## src/rtl/ray_column_scheduler.sv

```systemverilog
`default_nettype none
// ============================================================================
// ray_column_scheduler: issues one ray per column each frame, writes results
// into the back buffer and swaps banks on the frame tick.  Revision 1.0
// ============================================================================
module ray_column_scheduler #(
  parameter int NUM_COLS = 640,
  parameter int COL_W    = 10,
  parameter int H_W      = 9,
  parameter int MAX_H    = 480
) (
  input  logic               clk,
  input  logic               rst,
  input  logic               start,
  input  logic               frame_tick,
  output logic               ray_valid,
  output logic [COL_W-1:0]   ray_col,
  input  logic               ray_ready,
  input  logic               res_valid,
  input  logic [H_W-1:0]     res_height,
  input  logic               res_side,
  output logic               wr_en,
  output logic [COL_W:0]     wr_addr,
  output logic [H_W:0]       wr_data,
  output logic               rd_bank,
  output logic               busy,
  output logic               overrun,
  output logic [7:0]         frame_count
);

  localparam logic [COL_W-1:0] LAST_COL = COL_W'(NUM_COLS - 1);
  localparam logic [H_W-1:0]   MAX_H_V  = H_W'(MAX_H);

  typedef enum logic [1:0] {
    S_IDLE  = 2'd0,
    S_ISSUE = 2'd1,
    S_WAIT  = 2'd2,
    S_DONE  = 2'd3
  } state_t;

  state_t             state, state_n;
  logic [COL_W-1:0]   col, col_n;
  logic               ray_valid_n;
  logic [COL_W-1:0]   ray_col_n;
  logic               wr_en_n;
  logic [COL_W:0]     wr_addr_n;
  logic [H_W:0]       wr_data_n;
  logic               rd_bank_n;
  logic               busy_n;
  logic               overrun_n;
  logic [7:0]         frame_count_n;
  logic [H_W-1:0]     clamped;

  assign clamped = (res_height > MAX_H_V) ? MAX_H_V : res_height;

  always_ff @(posedge clk) begin
    if (!rst) begin
      state       <= S_IDLE;
      col         <= '0;
      ray_valid   <= 1'b0;
      ray_col     <= '0;
      wr_en       <= 1'b0;
      wr_addr     <= '0;
      wr_data     <= '0;
      rd_bank     <= 1'b0;
      busy        <= 1'b0;
      overrun     <= 1'b0;
      frame_count <= '0;
    end else begin
      state       <= state_n;
      col         <= col_n;
      ray_valid   <= ray_valid_n;
      ray_col     <= ray_col_n;
      wr_en       <= wr_en_n;
      wr_addr     <= wr_addr_n;
      wr_data     <= wr_data_n;
      rd_bank     <= rd_bank_n;
      busy        <= busy_n;
      overrun     <= overrun_n;
      frame_count <= frame_count_n;
    end
  end

  always_comb begin
    state_n       = state;
    col_n         = col;
    ray_valid_n   = ray_valid;
    ray_col_n     = ray_col;
    wr_en_n       = 1'b0;
    wr_addr_n     = wr_addr;
    wr_data_n     = wr_data;
    rd_bank_n     = rd_bank;
    overrun_n     = overrun;
    frame_count_n = frame_count;

    case (state)
      S_IDLE: begin
        if (frame_tick && start) begin
          state_n     = S_ISSUE;
          col_n       = '0;
          ray_valid_n = 1'b1;
          ray_col_n   = '0;
        end
      end
      S_ISSUE: begin
        if (frame_tick) overrun_n = 1'b1;
        if (ray_ready) begin
          state_n     = S_WAIT;
          ray_valid_n = 1'b0;
        end
      end
      S_WAIT: begin
        if (frame_tick) overrun_n = 1'b1;
        if (res_valid) begin
          // The write bank is the one the display is not reading.
          wr_en_n   = 1'b1;
          wr_addr_n = {~rd_bank, col};
          wr_data_n = {res_side, clamped};
          if (col == LAST_COL) begin
            state_n = S_DONE;
          end else begin
            state_n     = S_ISSUE;
            col_n       = col + COL_W'(1);
            ray_valid_n = 1'b1;
            ray_col_n   = col + COL_W'(1);
          end
        end
      end
      S_DONE: begin
        if (frame_tick) begin
          rd_bank_n     = ~rd_bank;
          frame_count_n = frame_count + 8'd1;
          if (start) begin
            state_n     = S_ISSUE;
            col_n       = '0;
            ray_valid_n = 1'b1;
            ray_col_n   = '0;
          end else begin
            state_n = S_IDLE;
          end
        end
      end
      default: begin
        state_n     = S_IDLE;
        ray_valid_n = 1'b0;
      end
    endcase

    busy_n = (state_n == S_ISSUE) || (state_n == S_WAIT);
  end

endmodule
`default_nettype wire

```

## config.mk

```make
export PLATFORM = sky130hd
export DESIGN_NAME = ray_column_scheduler
export DESIGN_NICKNAME = d
export VERILOG_FILES = /design/src/rtl/ray_column_scheduler.sv
export SDC_FILE = /design/constraint.sdc
export NUM_CORES = 1
export LEC_CHECK = 0
export ABC_AREA = 1
export CAP_MARGIN = 20
export CORE_ASPECT_RATIO = 1.4
export CORE_MARGIN = 3
export CORE_UTILIZATION = 47
export CTS_BUF_LIST = sky130_fd_sc_hd__clkbuf_8 sky130_fd_sc_hd__clkbuf_16
export DETAILED_ROUTE_END_ITERATION = 6
export PLACE_DENSITY = 0.79
export SLEW_MARGIN = 20
export SYNTH_ARGS = -nofsm -noshare
export SYNTH_HDL_FRONTEND = slang
export SYNTH_SLANG_ARGS = --single-unit
```

## constraint.sdc

```tcl
create_clock -name clk -period 2.02 [get_ports clk]
set_input_delay 0.404 -clock clk [delete_from_list [all_inputs] [get_ports clk]]
set_output_delay 0.404 -clock clk [all_outputs]
set_load 0.005 [all_outputs]
```

## Word level (Yosys, flattened, before mapping)

Index checks and enable logic that the tools add are counted.

| word-level totals | value |
|---|---|
| bits in registers | 46 |
| bits of input ports | 16 |
| output and inout bits | 44 |
| word-level logic and storage cells | 59 |

| cells by class | value |
|---|---|
| add/subtract/negate cells | 2 |
| order comparisons | 1 |
| equality and inequality tests | 12 |
| multiplexer cells | 22 |
| bitwise logic cells | 1 |
| reductions and logical operators | 11 |

Operator list:

| kind | count |
|---|---|
| 10-bit 2-to-1 mux | 5 |
| 10-bit one-hot mux with 3 select lines | 1 |
| 2-bit != test (second input constant) | 6 |
| 6-bit AND reduction | 2 |
| 10-bit by 1-bit adder with 10-bit output (second input constant) | 1 |
| 10-bit == test (second input constant) | 1 |
| 2-bit 2-to-1 mux | 5 |
| 9-bit > comparator (second input constant) | 1 |
| 9-bit 2-to-1 mux | 1 |
| 8-bit by 1-bit adder with 8-bit output (second input constant) | 1 |
| 1-bit 2-to-1 mux | 8 |
| 2-bit one-hot mux with 4 select lines | 1 |
| 2-bit AND reduction | 4 |
| 2-bit == test (second input constant) | 3 |
| 2-bit by 1-bit == test with 1-bit output (second input constant) | 2 |
| 1-bit one-hot mux with 4 select lines | 1 |
| 3-bit nonzero test | 1 |
| 2-bit zero test | 1 |
| 2-bit OR reduction | 1 |
| 1-bit logical AND | 1 |
| 1-bit logical OR | 1 |
| 1-bit NOT | 1 |

## Depth between registers and ports, before layout

| depth | value |
|---|---|
| depth in word-level cells | 6 |
| mapped depth | 11 |
| mapped depth without buffers | 11 |

## Worst setup path after synthesis

OpenSTA, ideal clock, no wires.

| timing path | value |
|---|---|
| path kind | reg2reg |
| from | reg state[0] |
| to | reg col[1] |
| setup time | 0.126 ns |
| arrival time | 1.432 ns |
| required time | 1.894 ns |
| slack | 0.462 ns |
| cell stages (with the launch flop) | 9 |
| buffers on the path | 0 |
| clock period less this slack | 1.558 ns |
| cell sequence | dfxtp_1 inv_1 ha_1 nand2_1 nand3_1 inv_1 nand3_2 o21ai_0 nor2_1 |

| on the way | value |
|---|---|
| longest elaborated chain between the ends | 3 |
| elaborated cells between the ends (all ways) | 11 |
| classes of those cells | eq/ne: 7; mux: 1; reduce/logical: 3 |

RTL lines:

| what | line | text |
|---|---|---|
| from (decl) | 41 | `state_t state, state_n;` |
| from (signal assigned) | 70 | `state <= state_n;` |
| 2-bit == test or 2-bit zero test (tied branches) | 96 | `case (state)` |
| 2-bit != test (no line) or 3-bit nonzero test (tied branches) | -- |  |
| 6-bit AND reduction (no line) | -- |  |
| to (signal assigned) | 71 | `col <= col_n;` |
| to (decl) | 42 | `logic [COL_W-1:0] col, col_n;` |

Several ways; a longest one is shown, not always the timed one.
A chain may end at the register's enable or synchronous reset.

## Worst setup path after layout

| timing path | value |
|---|---|
| from | reg state[0] |
| to | reg col[9] |

Same word-level chain as after synthesis.

==> flow_metrics.tcl <==
set metrics [dict create \
    initial_utilization 0.493 \
    routed_wl_mm 4.91 \
    die_w_um 62.3 \
    power_leakage_nw 1.09 \
    area_delta_synth_final_pct 37.1 \
    cts_root_buf "clkbuf_8" \
    cp.required_ps 2200 \
    clk_latency_ps 300 \
    cts_resized 0 \
    synth_fa_ha_area_frac 0.0359 \
    layout-drive-gt1-share 0.0616 \
    grt_use_total 0.196 \
    crit_path_max_fanout 5 \
    seqCellArea_um2 921 \
    drt_iter0_drc 72 \
    routedWlPerCell_um 11.8 \
    synth_mux_area_frac 0 \
    cts_htree_levels 2 \
    cts_sinks 46 \
    path_clk_slew_ps 90 \
    synth.distinct_cells 24 \
    fmax_mhz 564 \
    power.density_mw_per_mm2 618 \
    max-slew-margin-rel 0.754 \
    hold_class "reg -> reg" \
    tightest_slew_ps 365 \
    setup.worst_path.start_class "register" \
    post-route-min-period_ps 1770 \
    antenna_found_initial 0 \
    routabilityCongestion 0.824 \
    hp-start "wr_data[7]" \
    synth-xor-area-share 0.0210 \
    yosys.area_share.simple 0.277 \
    rsz0062_at_grt "no" \
    slew_viol_final 0 \
    max_cap_violations 0 \
    pre_cts_ws_ps 4.47 \
    finalNetCount 378 \
    total_power_mw 1.77 \
    min_to "wr_data[7]" \
    cts_setup_buffers 0 \
    synth_compound_area_frac 0.150 \
    fin_skew_ps 8.68 \
    critPathKind "reg -> reg" \
    core_mm2 0.00424 \
    worstPathArrival_ps 1960 \
    numCtsBuffers 5 \
    die_h_um 84.9 \
    ys_ff_latch 46 \
    crit_path_end_kind "register" \
    r2r_cells 8 \
    grt_pass1_vias 2015 \
    multi_input_area_mm2 0.00101 \
    startpoint "state[0]" \
    r2r-start "state[0]" \
    finalSetupViolCount 0 \
    yosysWarnings 0 \
    syn-num-nets 314 \
    status "finished, final reports clean" \
    worst_ir_drop_vdd_uv 386 \
    period_share 0.877 \
    dp_hpwl_mm 3.65 \
    drc 0 \
    syn_area_mm2 0.00209 \
    seq_area_frac_synth 0.441 \
    grt_max_degree 36 \
    n_antenna_cell 0 \
    syn_area_per_cell_um2 7.15 \
    grt_pass1_wl_mm 8.54 \
    rows 28 \
    cts_tree "built" \
    ctsHoldBuffers 0 \
    drtPass1Iterations 4 \
    io_buffers 59 \
    vias_per_cell 4.89 \
    synth_top_family_by_area "simple AND/OR/NAND/NOR gates" \
    die-area_mm2 0.00529 \
    whs_path_depth 2 \
    fillers 389 \
    grt_overflow 0 \
    ff2ff_setup_slack_ps 250 \
    ioPinCount 60 \
    routed-via-count 2041 \
    fin_ws_ps 248 \
    hold_viol_final 0 \
    clockBufferDepth 2 \
    r2r-end "col[9]" \
    ant_nets 0 \
    setup_tns_ps 0 \
    postSynthCellCount 292 \
]
==> routing by layer <==
metal  global-route usage  wire (µm)  vias to the layer above
met1                0.224       2080                      929
li1                     -          -                     1066
met2                0.360       2590                       37
met4               0.0924        115                        0
met5                    0          0                        -
met3               0.0278        131                        9
==> how the worst max path moves through the flow <==
stage,to,slack (ps),cells past startpoint
final,col[9],250,8
after detailed placement,col[9],4,8
after global placement,col[9],100,8
after floorplan,col[1],460,8
after CTS,col[9],250,8
after global routing,wr_addr[6],130,7
==> layout make-up <==
| type | count | share of cell area |
|---|---|---|
| flip-flops and latches | 46 | 0.322 |
| inverters | 31 | 0.0406 |
| clock buffers | 7 | 0.0337 |
| multi-input cells | 207 | 0.353 |
| repair buffers | 65 | 0.222 |
| well taps | 60 | 0.0262 |
| clock inverters | 1 | 0.00306 |
==> worst max-delay path, stage by stage (launching register included) <==
cell and delay (ps):
dfxtp_1 380, inv_1 90, ha_1 290, nand2_1 140, nand3_1 120, inv_1 110, nand3_2 110, o21ai_0 330
nor2_1 90
==> kinds of logic after synthesis <==
family          Yosys count
buf+inv                  39
xor+xnor                  5
fa+ha+maj                 6
simple gates            134
compound gates           62
flops                    46
==> through the flow <==
| step | area [µm²] | cells | util | hold WS (ps) |
|---|---|---|---|---|
| 2_1_floorplan | 2090 | 292 | - | 460 |
| 3_3_place_gp | 2760 | 409 | 0.651 | 450 |
| 3_5_place_dp | 2760 | 409 | 0.651 | 454 |
| 4_1_cts | 2860 | 417 | 0.675 | 468 |
| 5_1_grt | 2860 | 417 | 0.675 | 507 |
| 6_report | 2860 | 417 | 0.675 | 467 |
==> layout by cell type, fill, tap and decap left out <==
cell type | netlist | final
inv_1 | 29 | 29
nor3b_1 | 1 | 1
clkinv_4 | 0 | 1
a21o_1 | 1 | 1
ha_1 | 6 | 6
buf_4 | 0 | 6
nand2_1 | 68 | 68
clkbuf_8 | 0 | 7
nor3_1 | 2 | 2
nor2_4 | 2 | 2
a21oi_1 | 31 | 31
o21ai_0 | 30 | 30
nand3_1 | 16 | 16
nor2_1 | 36 | 36
nand4_1 | 3 | 3
dfxtp_1 | 46 | 46
xor2_1 | 4 | 4
nand2_2 | 1 | 1
nand3_2 | 3 | 3
xnor2_1 | 1 | 1
nor2_2 | 2 | 2
clkinv_1 | 2 | 2
clkdlybuf4s50_1 | 0 | 59
==> Yosys cell counts (all sizes together) <==
cell / count / area (µm²)
a21o: 1 / 7.51
inv: 29 / 109
xnor2: 1 / 8.76
nor3b: 1 / 7.51
nor3: 2 / 10.0
ha: 6 / 75.1
nand4: 3 / 18.8
dfxtp: 46 / 921
buf: 4 / 25.0
clkinv: 2 / 7.51
nand2: 69 / 262
xor2: 4 / 35.0
nand3: 19 / 110
o21ai: 30 / 150
clkbuf: 4 / 16.3
a21oi: 31 / 155
nor2: 40 / 170
==> sequential cells by signal, indices dropped and copies added (netlist names), 2 cells and up <==
signal / cells
wr_addr: 11
col: 10
wr_data: 10
frame_count: 8
state: 2
==> power breakdown <==
part / leakage, nW / switching, mW / internal [mW]
clock network: 0.0544 / 0.306 / 0.314
registers: 0.371 / 0.0155 / 0.924
logic: 0.666 / 0.111 / 0.0997
Note: power is estimated with default switching activity, not from simulation.
